## src/rtl/clock_time_setter_if.sv

```systemverilog
// Request and button/readback bundle between the time setter and the clock top level.
// The master side is the requester plus the clock's readback; the slave side is the setter itself.
interface clock_time_setter_if #(
    parameter int W = 7
);
    logic         start;
    logic         alarm_mode;
    logic [W-1:0] tgt_min;
    logic [W-1:0] tgt_hrs;
    logic [W-1:0] tmin;
    logic [W-1:0] thrs;
    logic [W-1:0] amin;
    logic [W-1:0] ahrs;
    logic         Timeset;
    logic         Alarmset;
    logic         Minadv;
    logic         Hrsadv;
    logic         busy;
    logic         done;
    logic         err;

    modport master (
        output start, alarm_mode, tgt_min, tgt_hrs,
        output tmin, thrs, amin, ahrs,
        input  Timeset, Alarmset, Minadv, Hrsadv,
        input  busy, done, err
    );

    modport slave (
        input  start, alarm_mode, tgt_min, tgt_hrs,
        input  tmin, thrs, amin, ahrs,
        output Timeset, Alarmset, Minadv, Hrsadv,
        output busy, done, err
    );
endinterface

```

## src/rtl/clock_time_setter.sv

```systemverilog
// Steps the clock's time counters or alarm registers to a requested HH:MM by driving
// the manual set/advance buttons, then verifies the readback against the target.
module clock_time_setter #(
    parameter int NS = 60,
    parameter int NH = 24,
    parameter int W  = 7
) (
    input  logic               clk,
    input  logic               rst,
    clock_time_setter_if.slave bus
);
    localparam logic [W-1:0] NS_W  = W'(NS);
    localparam logic [W-1:0] NH_W  = W'(NH);
    localparam logic [W-1:0] ONE_W = W'(1);

    typedef enum logic [2:0] {
        S_IDLE,
        S_ARM,
        S_ADV_MIN,
        S_CALC_H,
        S_ADV_HRS,
        S_SETTLE,
        S_DONE
    } state_t;

    state_t       state_reg;
    logic         mode_reg;
    logic [W-1:0] tgt_min_reg;
    logic [W-1:0] tgt_hrs_reg;
    logic [W-1:0] cnt_reg;
    logic         timeset_reg;
    logic         alarmset_reg;
    logic         minadv_reg;
    logic         hrsadv_reg;
    logic         busy_reg;
    logic         done_reg;
    logic         err_reg;

    logic [W-1:0] cur_min;
    logic [W-1:0] cur_hrs;
    logic [W-1:0] mcnt;
    logic [W-1:0] hcnt;
    logic         range_bad;
    logic         mismatch;

    // Forward distance from cur to tgt modulo m, computed one bit wider so the
    // wrap case never goes through a negative intermediate.
    function automatic logic [W-1:0] mod_diff(
        input logic [W-1:0] tgt,
        input logic [W-1:0] cur,
        input logic [W-1:0] m
    );
        logic [W:0] sum;
        if (tgt >= cur) begin
            sum = {1'b0, tgt} - {1'b0, cur};
        end else begin
            sum = {1'b0, tgt} + {1'b0, m} - {1'b0, cur};
        end
        return sum[W-1:0];
    endfunction

    always_comb begin
        cur_min   = mode_reg ? bus.amin : bus.tmin;
        cur_hrs   = mode_reg ? bus.ahrs : bus.thrs;
        mcnt      = mod_diff(tgt_min_reg, cur_min, NS_W);
        hcnt      = mod_diff(tgt_hrs_reg, cur_hrs, NH_W);
        range_bad = (bus.tgt_min >= NS_W) || (bus.tgt_hrs >= NH_W);
        mismatch  = (cur_min != tgt_min_reg) || (cur_hrs != tgt_hrs_reg);
    end

    always_ff @(posedge clk or negedge rst) begin
        if (!rst) begin
            state_reg    <= S_IDLE;
            mode_reg     <= 1'b0;
            tgt_min_reg  <= '0;
            tgt_hrs_reg  <= '0;
            cnt_reg      <= '0;
            timeset_reg  <= 1'b0;
            alarmset_reg <= 1'b0;
            minadv_reg   <= 1'b0;
            hrsadv_reg   <= 1'b0;
            busy_reg     <= 1'b0;
            done_reg     <= 1'b0;
            err_reg      <= 1'b0;
        end else begin
            case (state_reg)
                S_IDLE: begin
                    done_reg <= 1'b0;
                    err_reg  <= 1'b0;
                    if (bus.start) begin
                        if (range_bad) begin
                            done_reg  <= 1'b1;
                            err_reg   <= 1'b1;
                            state_reg <= S_DONE;
                        end else begin
                            mode_reg     <= bus.alarm_mode;
                            tgt_min_reg  <= bus.tgt_min;
                            tgt_hrs_reg  <= bus.tgt_hrs;
                            timeset_reg  <= ~bus.alarm_mode;
                            alarmset_reg <= bus.alarm_mode;
                            busy_reg     <= 1'b1;
                            state_reg    <= S_ARM;
                        end
                    end
                end

                S_ARM: begin
                    if (mcnt != '0) begin
                        minadv_reg <= 1'b1;
                        cnt_reg    <= mcnt - ONE_W;
                        state_reg  <= S_ADV_MIN;
                    end else begin
                        state_reg  <= S_CALC_H;
                    end
                end

                // The button was raised on entry, so a residual count of zero ends the run.
                S_ADV_MIN: begin
                    if (cnt_reg == '0) begin
                        minadv_reg <= 1'b0;
                        state_reg  <= S_CALC_H;
                    end else begin
                        cnt_reg    <= cnt_reg - ONE_W;
                    end
                end

                // Hours are read only now so a minute-wrap carry is already reflected.
                S_CALC_H: begin
                    if (hcnt != '0) begin
                        hrsadv_reg <= 1'b1;
                        cnt_reg    <= hcnt - ONE_W;
                        state_reg  <= S_ADV_HRS;
                    end else begin
                        state_reg  <= S_SETTLE;
                    end
                end

                S_ADV_HRS: begin
                    if (cnt_reg == '0) begin
                        hrsadv_reg <= 1'b0;
                        state_reg  <= S_SETTLE;
                    end else begin
                        cnt_reg    <= cnt_reg - ONE_W;
                    end
                end

                S_SETTLE: begin
                    timeset_reg  <= 1'b0;
                    alarmset_reg <= 1'b0;
                    busy_reg     <= 1'b0;
                    done_reg     <= 1'b1;
                    err_reg      <= mismatch;
                    state_reg    <= S_DONE;
                end

                S_DONE: begin
                    done_reg  <= 1'b0;
                    err_reg   <= 1'b0;
                    state_reg <= S_IDLE;
                end

                default: begin
                    state_reg <= S_IDLE;
                end
            endcase
        end
    end

    assign bus.Timeset  = timeset_reg;
    assign bus.Alarmset = alarmset_reg;
    assign bus.Minadv   = minadv_reg;
    assign bus.Hrsadv   = hrsadv_reg;
    assign bus.busy     = busy_reg;
    assign bus.done     = done_reg;
    assign bus.err      = err_reg;
endmodule

```

## src/flat_wrapper.sv

```systemverilog
// flat-port wrapper written by rule: the top's interface ports become plain ports
module clock_time_setter_flat 
#(
    parameter int NS = 60,
    parameter int NH = 24,
    parameter int W  = 7
)
  (clk, rst, bus_start, bus_alarm_mode, bus_tgt_min, bus_tgt_hrs, bus_tmin, bus_thrs, bus_amin, bus_ahrs, bus_Timeset, bus_Alarmset, bus_Minadv, bus_Hrsadv, bus_busy, bus_done, bus_err);
  clock_time_setter_if #(.W(W)) bus_i ();
  input  logic clk;
  input  logic rst;
  input wire logic [$bits(bus_i.start)-1:0] bus_start;
  input wire logic [$bits(bus_i.alarm_mode)-1:0] bus_alarm_mode;
  input wire logic [$bits(bus_i.tgt_min)-1:0] bus_tgt_min;
  input wire logic [$bits(bus_i.tgt_hrs)-1:0] bus_tgt_hrs;
  input wire logic [$bits(bus_i.tmin)-1:0] bus_tmin;
  input wire logic [$bits(bus_i.thrs)-1:0] bus_thrs;
  input wire logic [$bits(bus_i.amin)-1:0] bus_amin;
  input wire logic [$bits(bus_i.ahrs)-1:0] bus_ahrs;
  output wire logic [$bits(bus_i.Timeset)-1:0] bus_Timeset;
  output wire logic [$bits(bus_i.Alarmset)-1:0] bus_Alarmset;
  output wire logic [$bits(bus_i.Minadv)-1:0] bus_Minadv;
  output wire logic [$bits(bus_i.Hrsadv)-1:0] bus_Hrsadv;
  output wire logic [$bits(bus_i.busy)-1:0] bus_busy;
  output wire logic [$bits(bus_i.done)-1:0] bus_done;
  output wire logic [$bits(bus_i.err)-1:0] bus_err;
  assign bus_i.start = bus_start;
  assign bus_i.alarm_mode = bus_alarm_mode;
  assign bus_i.tgt_min = bus_tgt_min;
  assign bus_i.tgt_hrs = bus_tgt_hrs;
  assign bus_i.tmin = bus_tmin;
  assign bus_i.thrs = bus_thrs;
  assign bus_i.amin = bus_amin;
  assign bus_i.ahrs = bus_ahrs;
  assign bus_Timeset = bus_i.Timeset;
  assign bus_Alarmset = bus_i.Alarmset;
  assign bus_Minadv = bus_i.Minadv;
  assign bus_Hrsadv = bus_i.Hrsadv;
  assign bus_busy = bus_i.busy;
  assign bus_done = bus_i.done;
  assign bus_err = bus_i.err;
  clock_time_setter #(.NS(NS), .NH(NH), .W(W)) u_core (.clk(clk), .rst(rst), .bus(bus_i));
endmodule
```

## config.mk

```make
export PLATFORM = sky130hd
export DESIGN_NAME = clock_time_setter_flat
export DESIGN_NICKNAME = d
export VERILOG_FILES = /design/src/rtl/clock_time_setter_if.sv /design/src/rtl/clock_time_setter.sv /design/src/flat_wrapper.sv
export SDC_FILE = /design/constraint.sdc
export NUM_CORES = 1
export LEC_CHECK = 0
export ABC_AREA = 1
export ABC_CLOCK_PERIOD_IN_PS = 6900
export CAP_MARGIN = 25
export CORE_MARGIN = 3
export CORE_UTILIZATION = 55
export DETAILED_ROUTE_END_ITERATION = 7
export GPL_ROUTABILITY_DRIVEN = 0
export PLACE_DENSITY = 0.81
export REMOVE_ABC_BUFFERS = 1
export SLEW_MARGIN = 20
export SYNTH_ARGS = -nofsm -noshare
export SYNTH_HDL_FRONTEND = slang
export SYNTH_SLANG_ARGS = --single-unit
```

## constraint.sdc

```tcl
create_clock -name clk -period 6.9 [get_ports clk]
set_clock_uncertainty 0.1 [all_clocks]
set_input_delay 1.035 -clock clk [delete_from_list [all_inputs] [get_ports clk]]
set_output_delay 1.035 -clock clk [all_outputs]
set_load 0.01 [all_outputs]
```

== After elaboration in Yosys (flattened, before gate mapping) ==
Cells that the tools add are included.

* Register bits after elaboration: 32
* Output and inout bits: 7
* Logic and storage cells: 93

* Add/subtract/negate cells: 9
* Order comparisons: 4
* Equality and inequality tests: 15
* Mux-type cells: 33
* Bitwise logic cells: 2
* Reductions and logical operators: 18

{| class="wikitable"
|+ Operator list
! kind !! number
|-
| $mux W7 || 7
|-
| $sub A7 B7 Y7 || 4
|-
| $pmux W7 S3 || 1
|-
| $sub A7 B1 Y7 const B || 3
|-
| $pmux W3 S6 || 1
|-
| $reduce_and A3 Y1 || 5
|-
| $ge A7 B7 Y1 || 2
|-
| $ne A7 B7 Y1 || 2
|-
| $reduce_bool A7 Y1 || 2
|-
| $mux W1 || 13
|-
| $mux W3 || 4
|-
| $pmux W1 S2 || 5
|-
| $eq A3 B3 Y1 const B || 3
|-
| $ne A2 B1 Y1 const B || 4
|-
| $add A7 B5 Y7 const B || 1
|-
| $add A7 B6 Y7 const B || 1
|-
| $ge A7 B5 Y1 const B || 1
|-
| $ge A7 B6 Y1 const B || 1
|-
| $logic_not A7 Y1 || 1
|-
| $eq A3 B2 Y1 const B || 2
|-
| $ne A2 B2 Y1 const B || 3
|-
| $pmux W1 S3 || 2
|-
| $reduce_bool A2 Y1 || 3
|-
| $reduce_bool A3 Y1 || 2
|-
| other kinds (6) || 8
|}

== Logic depth before layout (Yosys ltp) ==
* Depth in word-level cells: 6
* Depth in mapped cells: 24

== Least setup slack after synthesis ==
No wires, ideal clock.

* Kind: input -> register
* From: in bus_amin[2]
* To: reg u_core.cnt_reg[6]
* Arrival: 3.319 ns
* Data required time: 6.683 ns
* Setup slack: 3.364 ns
* Stages: 17
* Path buffers: 0
* Path through: or2_2 -> o21ai_0 -> inv_1 -> ha_1 -> inv_1 -> fa_1 -> nand3_1 -> nand2_1 -> xor2_1 -> nand2_1 -> nand2_1 -> nor2_4 -> nand3_4 -> nand2_2 -> nor2_4 -> nand3_1 -> nand2_1

* Longest elaborated chain between the ends: 6
* Elaborated cells between the ends (all ways): 11
* Those cells by class: 3 x add/sub; 1 x order compare; 1 x eq/ne; 4 x mux; 2 x reduce/logical

{| class="wikitable"
|+ RTL lines
! item !! RTL line !! RTL
|-
| start, declared || flat_wrapper.sv:18 || <nowiki>input wire logic [$bits(bus_i.amin)-1:0] bus_amin;</nowiki>
|-
| $mux W7 (*) || clock_time_setter.sv:63 || <nowiki>cur_min = mode_reg ? bus.amin : bus.tmin;</nowiki>
|-
| $sub A7 B7 Y7 (tied with other cells) || clock_time_setter.sv:57 || <nowiki>sum = {1'b0, tgt} + {1'b0, m} - {1'b0, cur};</nowiki>
|-
| $mux W7 (*) || clock_time_setter.sv:54 || <nowiki>if (tgt >= cur) begin</nowiki>
|-
| $sub A7 B1 Y7 / $reduce_bool A7 Y1 (equally long branches) || clock_time_setter.sv:110, clock_time_setter.sv:108 ||
|-
| $mux W7 / $ne A2 B1 Y1 (equally long branches) || - ||
|-
| $pmux W7 S3 / $reduce_and A4 Y1 (equally long branches) || - ||
|-
| end signal, assigned || clock_time_setter.sv:110 || <nowiki>cnt_reg <= mcnt - ONE_W;</nowiki>
|-
| end signal, assigned || clock_time_setter.sv:123 || <nowiki>cnt_reg <= cnt_reg - ONE_W;</nowiki>
|-
| end signal, assigned || clock_time_setter.sv:131 || <nowiki>cnt_reg <= hcnt - ONE_W;</nowiki>
|-
| end, declared || clock_time_setter.sv:30 || <nowiki>logic [W-1:0] cnt_reg;</nowiki>
|}

Every way passes the cells marked *; elsewhere a longest branch is shown, timed or not. The select of a mux whose other input is x is not followed.
A chain may end at the register's enable or synchronous reset.

== Worst setup path in the final report ==
* From: in bus_amin[3]
* To: reg u_core.cnt_reg[6]

Same word-level chain as after synthesis.

==> flow_summary.ini <==
[global_routing]
track_usage_pct = 24.0
grt_pass1_vias = 3272
grt_pass1_wl_um = 14200
grt_overflow = 0
grt_max_degree = 33
antenna_found_initial = 0

[clock_network]
worstSkewPairLatency_ps = 290
root_buffer = clkbuf_8
clk_pin_slew_ps = 70
cts_buffers = 5
cts_resized = 0
postCtsHoldBufs = 0
cts_tree = yes
postCtsSetupBuffers = 0
htree_num_levels = 2
cts_sinks = 32
cts_max_path_buffers = 2

[floorplanning]
rows = 28
die_height_um = 85.6
die-area_um2 = 7330
fp.dieW_um = 85.6
top_level_ports = 53
coreArea_um2 = 6030
start_util_pct = 57.9

[final_layout]
layout.nets = 654
drive_gt1_share_pct = 10.3
n_antenna_cell = 0
fill_cells = 503
synthToLayoutAreaGrowth_pct = 20.1
utilization_pct = 69.5
fin_area_um2 = 4190

[timing]
hold_ws_ps = 375
rsz0062_at_grt = false
setup_viol = 0
period_share_pct = 56.8
hold_viol_final = 0
setup_tns_ps = 0
slew_headroom_pct = 57.5
max_freq_mhz = 255
fin_crit_ps = 3920
slew_viol_final = 0
tightest_slew_ps = 632

[yosys]
synth_common_cells = 158 x nand2_1, 91 x inv_1, 37 x nand3_1
yosysTopAreaCellShare_pct = 23.0
synth-seq-cells = 32
synthArstFlopShare_pct = 100
synthCells = 516
yosysSeqAreaShare_pct = 23.0
ys_top_cells_by_area = dfrtp_1 23%, nand2_1 17%, ha_1 11%, inv_1 9.8%, nand3_1 5.3%
synth_edf_count = 0
syn_area_per_cell_um2 = 6.76
ys_warn_count = 0
synthDistinctLibCells = 44
synth_area_um2 = 3490
yosysMostFrequentCell = nand2_1
ys.flop_type = dfrtp_1
yosysTopAreaCell = dfrtp_1

[setup_path]
worstPathCellList = clkdlybuf4s50_1 > or2_2 > o21ai_0 > inv_1 > ha_1 > inv_1 > ha_1 > a21oi_1 > nand3b_1 > nand2_1 > inv_1 > o21ai_2 > nand2_1 > nor2_2 > nand3_4 > nand2_2 > nor2_4 > nand3_1 > nand2_1
startpoint = bus_amin[3]
critical_path_class = in -> reg
cp-start-kind = input pin
worst_setup_path_end_kind = register
rrSetupSlack_ps = 3080
crit_required_ps = 6980
cp.arrival_ps = 4000
slowest_stage = clkdlybuf4s50_1
r2r_end = u_core.cnt_reg[6]$_DFFE_PN0P_
path_max_fanout = 6
reg2reg_depth = 19
slowest_delay_ps = 390
regToRegStartpoint = u_core.mode_reg$_DFFE_PN0P_

[min_path]
whs_path_depth = 2
hold_start = u_core.tgt_hrs_reg[5]$_DFFE_PN0P_
worstHoldEndpoint = u_core.tgt_hrs_reg[5]$_DFFE_PN0P_
min_path_type = reg -> reg

[detailed_routing]
ant_nets = 0
drt_iter0_markers = 132
num_vias = 3282
drtPass1Iterations = 4
routedWlPerCell_um = 12.6
routed_via_density = 5.07
drc = 0
drt_wl_total_um = 8140

[status]
status = complete, no violations

[placed_design]
placed_cell_area_um2 = 4080
portBuffers = 52
dp_hpwl_um = 6870

[job]
drv_cap = 0
[placed cells by master, fill, tap and decap left out, drive strengths merged, types with 3 or more instances in the layout]
master,count
or2,10
ha,31
clkdlybuf4s50,52
mux2i,4
xnor2,5
nand2,168
a22oi,3
nand3b,4
inv,96
fa,6
nand3,41
nor3,4
xor2,6
o21ai,30
nand4,7
dfrtp,32
nor2,44
clkbuf,6
a21oi,9
[stage by stage]
step,worst slack [ps],cells
2_1_floorplan,3360,510
3_3_place_gp,2840,639
3_5_place_dp,2750,639
4_1_cts,3000,647
5_1_grt,2650,647
6_report,2980,647
[worst max-delay path by stage]
stage | end | slack, ps | cells past startpoint
3_5_place_dp | u_core.cnt_reg[6]$_DFFE_PN0P_ | 2750 | 19
2_1_floorplan | u_core.cnt_reg[6]$_DFFE_PN0P_ | 3360 | 17
4_1_cts | u_core.cnt_reg[6]$_DFFE_PN0P_ | 3000 | 19
6_report | u_core.cnt_reg[6]$_DFFE_PN0P_ | 2980 | 19
5_1_grt | u_core.cnt_reg[6]$_DFFE_PN0P_ | 2650 | 19
3_3_place_gp | u_core.cnt_reg[6]$_DFFE_PN0P_ | 2840 | 18
[layout make-up]
class | instances | area, µm² | share of cell area, %
clock buffers | 6 | 72.6 | 1.73
clock inverters | 2 | 35.0 | 0.837
repair buffers | 54 | 536 | 12.8
multi-input cells | 382 | 2290 | 54.7
inverters | 96 | 360 | 8.60
flip-flops and latches | 32 | 801 | 19.1
well taps | 75 | 93.8 | 2.24
[logic make-up (layout without fill, tap and decap cells)]
group / count (synthesis) / in the layout / share of synthesized area [%]
adder cells (fa/ha/maj): 37 / 37 / 14.6
multiplexers: 4 / 4 / 1.15
flip-flops: 32 / 32 / 23.0
AO/OA/AOI/OAI: 50 / 50 / 8.65
buffers and inverters: 102 / 158 / 11.4
XOR/XNOR: 11 / 11 / 2.76
AND/OR/NAND/NOR: 280 / 280 / 38.5
[layer usage]
layer  up-vias  part of all wire (%)  track usage (%)  wire, µm
li1       1715                     -                -         -
met2        72                    47             41.1      3860
met4         0                   1.9             7.91       155
met3        12                   4.0             3.75       323
met1      1483                    47             30.9      3800
met5         -                     0                0         0
[critical path, delay by kind of cell]
kind / cells / cell delay [ps]
buffers and inverters: 4 / 590
AND/OR/NAND/NOR: 10 / 1100
AO/OA/AOI/OAI: 3 / 500
adder cells (fa/ha/maj): 2 / 750
Power is left out: the tool's default activity adds up to more than one toggle a clock period on the data nets, which glitch-free logic cannot reach.
